File: src/rtl/hpdcache_victim_sel_ctrl.sv
// -----------------------------------------------------------------------------
// hpdcache_victim_sel_ctrl
//
// Shares the cache victim-selection resource among NREQ miss-path requesters.
// The resource is the victim selector, its replacement-policy update port and
// the directory read port.
//
// For each granted request the block does three things:
//   S0: arbitrates round-robin and issues the directory read for the set.
//   S1: one cycle later, fires exactly one victim selection using the
//       directory state returned this cycle. In the same cycle it updates the
//       replacement policy with the chosen way and pushes {id, set, way} into
//       a 2-entry response FIFO.
//
// External hit-driven policy updates share the update port. They only get
// through in cycles where S1 is empty.
//
// Ports
//   clk_i, rst_ni            clock, asynchronous active-low reset
//   req_valid_i/req_set_i    per-requester request (set slice i for requester i)
//   req_ready_o              one-hot grant
//   dir_rd_o/dir_set_o       directory read strobe and set
//   dir_*_i                  directory state, valid one cycle after dir_rd_o
//   sel_victim_o/_set_o      victim selection strobe and set
//   sel_dir_*_o              directory state forwarded to the selector
//   sel_victim_way_i         one-hot victim returned combinationally
//   updt_o/_set_o/_way_o     replacement-policy update
//   hit_updt_*               external hit update request / acceptance
//   rsp_valid_o/rsp_ready_i  response handshake
//   rsp_id_o/_set_o/_way_o   owning requester, set and one-hot victim way
// -----------------------------------------------------------------------------
module hpdcache_victim_sel_ctrl #(
    parameter int NREQ = 2,
    parameter int SETS = 64,
    parameter int WAYS = 4,
    localparam int SET_W = (SETS > 1) ? $clog2(SETS) : 1,
    localparam int ID_W  = (NREQ > 1) ? $clog2(NREQ) : 1
) (
    input  logic                   clk_i,
    input  logic                   rst_ni,

    input  logic [NREQ-1:0]        req_valid_i,
    input  logic [NREQ*SET_W-1:0]  req_set_i,
    output logic [NREQ-1:0]        req_ready_o,

    output logic                   dir_rd_o,
    output logic [SET_W-1:0]       dir_set_o,
    input  logic [WAYS-1:0]        dir_valid_i,
    input  logic [WAYS-1:0]        dir_wback_i,
    input  logic [WAYS-1:0]        dir_dirty_i,
    input  logic [WAYS-1:0]        dir_fetch_i,

    output logic                   sel_victim_o,
    output logic [SET_W-1:0]       sel_victim_set_o,
    output logic [WAYS-1:0]        sel_dir_valid_o,
    output logic [WAYS-1:0]        sel_dir_wback_o,
    output logic [WAYS-1:0]        sel_dir_dirty_o,
    output logic [WAYS-1:0]        sel_dir_fetch_o,
    input  logic [WAYS-1:0]        sel_victim_way_i,

    output logic                   updt_o,
    output logic [SET_W-1:0]       updt_set_o,
    output logic [WAYS-1:0]        updt_way_o,

    input  logic                   hit_updt_valid_i,
    input  logic [SET_W-1:0]       hit_updt_set_i,
    input  logic [WAYS-1:0]        hit_updt_way_i,
    output logic                   hit_updt_ready_o,

    output logic                   rsp_valid_o,
    input  logic                   rsp_ready_i,
    output logic [ID_W-1:0]        rsp_id_o,
    output logic [SET_W-1:0]       rsp_set_o,
    output logic [WAYS-1:0]        rsp_way_o
);

    // Round-robin pointer and S0 arbitration signals
    logic [ID_W-1:0]  rr_ptr_q;
    logic [ID_W-1:0]  rr_ptr_nxt;
    logic [NREQ-1:0]  upper_mask;
    logic [NREQ-1:0]  upper_req;
    logic             gnt_found_p0;
    logic [ID_W-1:0]  gnt_idx_p0;
    logic             slot_free_p0;
    logic             vld_p0;
    logic [NREQ-1:0]  gnt_p0;
    logic [SET_W-1:0] set_p0;

    // S1 (select) stage
    logic             vld_p1;
    logic [ID_W-1:0]  id_p1;
    logic [SET_W-1:0] set_p1;

    // Hit-update arbitration
    logic             hit_acc;

    // Response FIFO
    logic [ID_W-1:0]  fifo_id_q  [2];
    logic [SET_W-1:0] fifo_set_q [2];
    logic [WAYS-1:0]  fifo_way_q [2];
    logic             fifo_wr_q;
    logic             fifo_rd_q;
    logic [1:0]       fifo_cnt_q;
    logic             fifo_push;
    logic             fifo_pop;

    // ---------------------------------------------------------------- S0 grant
    // A grant reserves a FIFO slot up front. The directory answer is consumed
    // in the next cycle and cannot be held, so a slot must already be
    // guaranteed when the read is issued. A pop in this cycle frees its slot
    // only from the next cycle on. Grants are also suppressed during reset,
    // so no output is high while rst_ni is low.
    assign slot_free_p0 = rst_ni && ((2'(vld_p1) + fifo_cnt_q) < 2'd2);

    // Round-robin arbiter. First look for requesters at or above the
    // pointer; if there are none, wrap around and take the lowest one.
    always_comb begin
        upper_mask = '0;
        for (int i = 0; i < NREQ; i++) begin
            upper_mask[i] = (ID_W'(i) >= rr_ptr_q);
        end
        upper_req    = req_valid_i & upper_mask;
        gnt_found_p0 = |req_valid_i;
        gnt_idx_p0   = '0;
        for (int i = NREQ - 1; i >= 0; i--) begin
            if ((|upper_req) ? upper_req[i] : req_valid_i[i]) begin
                gnt_idx_p0 = ID_W'(i);
            end
        end
    end

    assign vld_p0 = slot_free_p0 && gnt_found_p0;

    always_comb begin
        gnt_p0 = '0;
        set_p0 = '0;
        for (int i = 0; i < NREQ; i++) begin
            if (vld_p0 && (gnt_idx_p0 == ID_W'(i))) begin
                gnt_p0[i] = 1'b1;
                set_p0    = req_set_i[i*SET_W +: SET_W];
            end
        end
    end

    assign rr_ptr_nxt = (gnt_idx_p0 == ID_W'(NREQ - 1)) ? '0 : gnt_idx_p0 + ID_W'(1);

    assign req_ready_o = gnt_p0;
    assign dir_rd_o    = vld_p0;
    assign dir_set_o   = set_p0;

    always_ff @(posedge clk_i or negedge rst_ni) begin
        if (!rst_ni) begin
            rr_ptr_q <= '0;
        end else if (vld_p0) begin
            rr_ptr_q <= rr_ptr_nxt;
        end
    end

    // ------------------------------------------------------ S0 -> S1 register
    always_ff @(posedge clk_i or negedge rst_ni) begin
        if (!rst_ni) begin
            vld_p1 <= 1'b0;
        end else begin
            vld_p1 <= vld_p0;
        end
    end

    always_ff @(posedge clk_i) begin
        if (vld_p0) begin
            id_p1  <= gnt_idx_p0;
            set_p1 <= set_p0;
        end
    end

    // --------------------------------------------------------------- S1 select
    // vld_p1 is a single-cycle token, so the selection strobe fires exactly
    // once per grant. The random policy advances on every strobe, which is why
    // the strobe must never repeat.
    assign sel_victim_o     = vld_p1;
    assign sel_victim_set_o = vld_p1 ? set_p1      : '0;
    assign sel_dir_valid_o  = vld_p1 ? dir_valid_i : '0;
    assign sel_dir_wback_o  = vld_p1 ? dir_wback_i : '0;
    assign sel_dir_dirty_o  = vld_p1 ? dir_dirty_i : '0;
    assign sel_dir_fetch_o  = vld_p1 ? dir_fetch_i : '0;

    // The victim update owns the policy port whenever S1 is busy. Hit updates
    // wait. There is no bypass: the update is committed at this edge, so a
    // following request to the same set sees it in its own selection.
    assign hit_updt_ready_o = rst_ni && !vld_p1;
    assign hit_acc          = hit_updt_valid_i && hit_updt_ready_o;

    assign updt_o     = vld_p1 || hit_acc;
    assign updt_set_o = vld_p1  ? set_p1
                      : hit_acc ? hit_updt_set_i
                      : '0;
    assign updt_way_o = vld_p1  ? sel_victim_way_i
                      : hit_acc ? hit_updt_way_i
                      : '0;

    // ---------------------------------------------------------- response FIFO
    // The slot was reserved in S0, so the push never overflows.
    assign fifo_push = vld_p1;
    assign fifo_pop  = rsp_valid_o && rsp_ready_i;

    always_ff @(posedge clk_i or negedge rst_ni) begin
        if (!rst_ni) begin
            fifo_wr_q  <= 1'b0;
            fifo_rd_q  <= 1'b0;
            fifo_cnt_q <= 2'd0;
        end else begin
            if (fifo_push) begin
                fifo_wr_q <= ~fifo_wr_q;
            end
            if (fifo_pop) begin
                fifo_rd_q <= ~fifo_rd_q;
            end
            fifo_cnt_q <= fifo_cnt_q + 2'(fifo_push) - 2'(fifo_pop);
        end
    end

    always_ff @(posedge clk_i) begin
        if (fifo_push) begin
            fifo_id_q[fifo_wr_q]  <= id_p1;
            fifo_set_q[fifo_wr_q] <= set_p1;
            fifo_way_q[fifo_wr_q] <= sel_victim_way_i;
        end
    end

    // The head entry is held until it is popped, so the fields stay stable
    // under back-pressure. They are forced to zero while the FIFO is empty.
    assign rsp_valid_o = (fifo_cnt_q != 2'd0);
    assign rsp_id_o    = rsp_valid_o ? fifo_id_q[fifo_rd_q]  : '0;
    assign rsp_set_o   = rsp_valid_o ? fifo_set_q[fifo_rd_q] : '0;
    assign rsp_way_o   = rsp_valid_o ? fifo_way_q[fifo_rd_q] : '0;

endmodule

File: config.mk
export PLATFORM = sky130hd
export DESIGN_NAME = hpdcache_victim_sel_ctrl
export DESIGN_NICKNAME = d
export VERILOG_FILES = /design/src/rtl/hpdcache_victim_sel_ctrl.sv
export SDC_FILE = /design/constraint.sdc
export NUM_CORES = 1
export LEC_CHECK = 0
export ABC_CLOCK_PERIOD_IN_PS = 1450
export CAP_MARGIN = 20
export CORE_ASPECT_RATIO = 2
export CORE_UTILIZATION = 33
export CTS_CLUSTER_DIAMETER = 30
export DETAILED_ROUTE_END_ITERATION = 10
export PLACE_DENSITY = 0.81
export SYNTH_ARGS = -nofsm -noshare
export SYNTH_HDL_FRONTEND = slang
export SYNTH_SLANG_ARGS = --single-unit
File: constraint.sdc
create_clock -name clk_i -period 1.45 [get_ports clk_i]
set_input_delay 0.145 -clock clk_i [delete_from_list [all_inputs] [get_ports clk_i]]
set_output_delay 0.145 -clock clk_i [all_outputs]
set_load 0.03 [all_outputs]
## Word-level counts from Yosys, hierarchy flattened

Memories as Yosys holds them, arrays and structs flattened.
Cells that the tools add are included.

| word-level totals | value |
|---|---|
| flip-flop bits (word level) | 13 |
| bits in writable memories | 22 |
| input port bits | 48 |
| word-level logic and storage cells | 55 |
| memories kept | 3 |

| operators by class | value |
|---|---|
| $add $sub $neg | 3 |
| magnitude comparators | 3 |
| multiplexer cells | 23 |
| bitwise logic cells | 4 |
| reduce and logical (&&, ||, !) cells | 12 |

Memories:

| memory | words | width | read ports | clocked after memory_dff | write ports | RTL line | RTL |
|---|---|---|---|---|---|---|---|
| fifo_set_q | 2 | 6 | 1 | 0 | 1 | 99 | `logic [SET_W-1:0] fifo_set_q [2];` |
| fifo_way_q | 2 | 4 | 1 | 0 | 1 | 100 | `logic [WAYS-1:0] fifo_way_q [2];` |
| fifo_id_q | 2 | 1 | 1 | 0 | 1 | 98 | `logic [ID_W-1:0] fifo_id_q [2];` |

Operator list:

| cell | number |
|---|---|
| $mux 6 | 6 |
| $mux 4 | 7 |
| $mux 1 | 10 |
| $logic_and 1x1->1 | 7 |
| $reduce_or 2->1 | 2 |
| $not 1->1 | 3 |
| $add 2x1->2 | 1 |
| $and 2x2->2 | 1 |
| $ge 1x1->1 const A | 2 |
| $lt 2x2->1 const B | 1 |
| $reduce_bool 2->1 | 1 |
| $sub 2x1->2 | 1 |
| $add 1x1->1 const B | 1 |
| $logic_not 1->1 | 1 |
| $logic_or 1x1->1 | 1 |

## Logic depth before layout (Yosys ltp)

| depth | value |
|---|---|
| word-level depth | 10 |
| mapped depth | 4 |

## Worst setup path after synthesis

No wires, ideal clock.

| timing path | value |
|---|---|
| path type | reg-to-reg |
| start | register vld_p1 (netlist: sel_victim_o) |
| end | register set_p1[0] (data pin) |
| setup time | 214 ps |
| arrival | 1,960 ps |
| setup slack | -724 ps |
| cell stages (with the launch flop) | 5 |
| clock period less this slack | 2,174 ps |
| path through | dfrtp_1 ha_1 xor2_2 a211oi_4 a22o_1 |

| on the way | value |
|---|---|
| cells in the longest elaborated chain, start to end | 7 |

RTL lines:

| item | RTL line | RTL |
|---|---|---|
| from (decl) | 90 | `logic vld_p1;` |
| from (signal assigned) | 164 | `vld_p1 <= vld_p0;` |
| $add 2x1->2 * | 113 | `assign slot_free_p0 = rst_ni && ((2'(vld_p1) + fifo_cnt_q) < 2'd2);` |
| $lt 2x2->1 * | 113 |  |
| $logic_and 1x1->1 * | 113 |  |
| $logic_and 1x1->1 * | 132 | `assign vld_p0 = slot_free_p0 && gnt_found_p0;` |
| $logic_and 1x1->1 | 138 | `if (vld_p0 && (gnt_idx_p0 == ID_W'(i))) begin` |
| $mux 6 | 138 |  |
| $mux 6 * | 138 |  |
| via dir_set_o[0] | 47 | `output logic [SET_W-1:0] dir_set_o,` |
| to (signal assigned) | 171 | `set_p1 <= set_p0;` |
| to (decl) | 92 | `logic [SET_W-1:0] set_p1;` |

The timed path passes the listed nets; every way through them passes the cells marked *.
A chain may end at the register's enable or synchronous reset.

## Final worst setup path

| timing path | value |
|---|---|
| start | register fifo_cnt_q[0] |
| end | output dir_set_o[5] |

| on the way | value |
|---|---|
| cells in the longest elaborated chain, start to end | 7 |

RTL lines:

| item | RTL line | RTL |
|---|---|---|
| from (decl) | 103 | `logic [1:0] fifo_cnt_q;` |
| from (signal assigned) | 217 | `fifo_cnt_q <= fifo_cnt_q + 2'(fifo_push) - 2'(fifo_pop);` |
| $add 2x1->2 * | 113 |  |
| $lt 2x2->1 * | 113 |  |
| $logic_and 1x1->1 * | 113 |  |
| $logic_and 1x1->1 * | 132 |  |
| $logic_and 1x1->1 | 138 |  |
| $mux 6 | 138 |  |
| $mux 6 * | 138 |  |
| to (decl) | 47 |  |

Every way passes the cells marked *; elsewhere a longest branch is shown, timed or not.

==> PnR_summary.wiki <==
{| class="wikitable"
! Metric !! Value
|-
| Cells taking the most area after synthesis || edfxtp_1 52%, and2_1 9.0%, dfrtp_1 9.0%, mux2i_1 6.6%, a22o_1 5.2%
|-
| RSZ-0062 raised after global routing || yes
|-
| Crit Path Class || flip-flop to output pin
|-
| Number of standard-cell rows in the floorplan || 36
|-
| Die ar. || 5387 µm²
|-
| Achievable clock frequency || 537.6 MHz
|-
| Nets@finish || 314
|-
| Predominant post-synthesis flop cell || edfxtp_1
|-
| Average cell area after synthesis || 13.10 µm²
|-
| Worst min-delay path class || input port to async pin
|-
| CP Max Fanout || 7
|-
| Total number of yosys warnings || 0
|-
| Crit. End Element || output pin
|-
| Standby leakage power || 1.549 nW
|-
| Largest net degree at the start of global routing || 17
|-
| Synthesized cell area || 1677 µm²
|-
| Outcome || finished with violations
|-
| Layout Skew || 0.005535 ns
|-
| Most common cell in the netlist || edfxtp_1
|-
| Number of violations reported at the end of detailed-routing iteration 0 || 17
|-
| Slowest stage cell on the critical path || dfrtp_1
|-
| Largest vdd supply drop || 1.506 mV
|-
| Vias per cell || 4.817
|-
| Clock transition at the registers of the reported paths || 0.07 ns
|-
| Max_slew headroom || 0.7939
|-
| Clock root cell || clkbuf_8
|-
| Synth async-reset ratio || 0.1714
|-
| Final estimated routing congestion in global placement || 0.7923
|-
| Post-route worst setup slack || -0.4102 ns
|-
| Synth cell types || 22
|-
| # setup viols final || 68
|-
| Global-route wire length before repair || 7569 µm
|-
| TritonCTS clock tree || built
|-
| Skew-Pair Late Insertion Delay || 0.29 ns
|-
| Area overhead of the layout relative to synthesis || 117.8%
|-
| Routed length per instance || 18.31 µm
|-
| Number of antenna violations at the first check in global routing || 0
|-
| Data required time at the worst endpoint || 1.31 ns
|-
| Critical path's largest stage delay || 0.42 ns
|-
| Number of primary I/O pins || 104
|-
| Cell count after synthesis || 128
|-
| Number of violations of the max-capacitance limit || 0
|-
| Worst Setup Start Kind || flip-flop
|-
| Post-synthesis register bit count || 35
|-
| Hold violation count in the final report || 0
|-
| Violated checks || setup timing
|-
| Die extent in x || 52.40 µm
|-
| # port buffers || 103
|-
| Minimum clock period || 1.860 ns
|-
| Deepest clock path buffer count || 2
|-
| CTS Sinks || 35
|-
| Total power divided by cell area || 1909 nW/µm²
|-
| Fin Setup TNS || -13.11 ns
|-
| Placed Instance Area || 2880 µm²
|-
| Vias after detailed routing || 1551
|-
| Total inserted antenna cells || 0
|-
| Synth Net Count || 178
|-
| Die extent in y || 102.8 µm
|-
| Final slew viol count || 0
|-
| Non-filler cells, final || 322
|-
| Total overflow reported by the global router || 0
|-
| Final period util || 1.283
|-
| Cell-by-cell listing of the critical path || ha_4 > xor2_4 > a211oi_4 > buf_12 > a22o_4 > buf_6
|-
| First-pass DRT Iterations || 4
|-
| DP Wirelength || 3525 µm
|-
| CTS HTree Levels || 2
|-
| Antenna-violating nets left || 0
|-
| DRC Markers || 0
|-
| Register area share after synthesis || 0.6090
|-
| Transition time at the pin with the least slew margin || 0.3006 ns
|-
| Total wire length || 5896 µm
|-
| Share of final-layout standard cells stronger than drive strength 1 || 0.5660
|-
| Number of enable-type register cells in the synthesized netlist || 29
|-
| GRT Overall Usage || 0.1968
|-
| Commonest cells in the synthesized netlist || 29 x edfxtp_1, 24 x and2_1, 12 x nor2_1
|-
| Critical path arrival || 1.72 ns
|-
| Number of global-route vias before repair || 1586
|-
| Area of all placed cells without fillers || 3652 µm²
|-
| Yosys top cell area share || 0.5194
|-
| Starting utilization of the core area || 0.3447
|-
| Floorplan core area || 4865 µm²
|-
| DP Cell Count || 300
|-
| CTS buffer count || 5
|-
| Cell type with the highest aggregate area in the netlist || edfxtp_1
|-
| Pre-CTS WS || -0.2431 ns
|}
through the flow:
stage	power [W]	utilization	hold WS (ns)
finish	0.006972	0.7508	0.3079
global route	0.007257	0.7508	0.3240
CTS	0.006093	0.6872	0.2629
detailed placement	0.004663	0.5921	0.4433
global placement	0.004605	0.5921	0.4288
floorplan	0.003374	-	-0.1506
power by group:
part | leakage, nW | internal [W] | switching, W
clock | 0.0581 | 0.000512 | 0.000369
sequential | 0.339 | 0.00140 | 0.000203
combinational | 1.15 | 0.00225 | 0.00224
flip-flops by register name, summed over array words and instances, names as in the netlist:
name / count
fifo_set_q: 12
fifo_way_q: 8
set_p1: 6
fifo_cnt_q: 2
fifo_id_q: 2
fifo_rd_q: 1
fifo_wr_q: 1
id_p1: 1
rr_ptr_q: 1
sel_victim_o: 1
path summary, 6_finish.rpt:
check / start / to / slack (ns) / cells past startpoint
max: fifo_cnt_q[0] / dir_set_o[5] / -0.41 / 6
min: rst_ni / rr_ptr_q / 0.31 / 2
max reg2reg: fifo_cnt_q[0] / set_p1[5] / -0.19 / 6
min reg2reg: id_p1 / fifo_id_q[1] / 0.48 / 0
max in group asynchronous: rst_ni / fifo_cnt_q[1] / 1.00 / 2
min in group clk_i: id_p1 / fifo_id_q[1] / 0.48 / 0
cells by family after synthesis:
| family | synth area share |
|---|---|
| AOI/OAI and AO/OA | 0.09999 |
| xor gates and xnor gates | 0.03060 |
| adders and majority gates | 0.01492 |
| buffers and inverters | 0.02164 |
| DFF | 0.6090 |
| muxes | 0.06567 |
| and+or+nand+nor | 0.1582 |
metal layers:
metal / GRT usage / wire, µm / part of all wire / up-vias
met4: 0.09109 / 201 / 0.034 / 0
met3: 0.03982 / 211 / 0.036 / 17
met1: 0.2106 / 2016 / 0.34 / 758
met2: 0.3554 / 3467 / 0.59 / 53
li1: - / - / - / 723
met5: 0 / 0 / 0 / -
layout by cell type (no fill, tap or decap), types with 2 or more instances in the layout:
cell type	n
buf_6	60
clkdlybuf4s50_1	47
edfxtp_1	29
buf_4	17
and2_4	15
nor2_4	12
and2_1	9
buf_12	7
a22o_4	6
a21o_1	6
mux2i_4	5
clkbuf_8	5
mux2i_2	4
a22o_1	4
dfrtp_1	4
nor2b_1	3
nand2_1	3
buf_8	3
inv_1	2
nor2b_4	2
mux2i_1	2
xor2_1	2
dfrtp_2	2
area by class of cell:
type                    instances  area, µm²
inverters                       3      11.26
multi-input cells              84      942.2
fillers                       300       1212
flip-flops and latches         35       1023
clock inverters                 3      43.79
well taps                      57      71.32
clock buffers                   5      68.82
repair buffers                135       1491
worst max-delay path, delay by kind of cell, from the launching register on:
kind | cells | cell delay, ns
flops | 1 | 0.42
compound gates | 2 | 0.35
buf+inv | 2 | 0.29
fa+ha+maj | 1 | 0.20
xor+xnor | 1 | 0.17
repair_timing:
item,in CTS,in global routing
buffers inserted,9,7
gates resized for setup,66,69
hold endpoints to repair,0,0
gates cloned,2,0
endpoints found under the setup margin,45,82
pin swaps,13,20
hold buffers,0,0
Power figures use the tool's default switching activity.
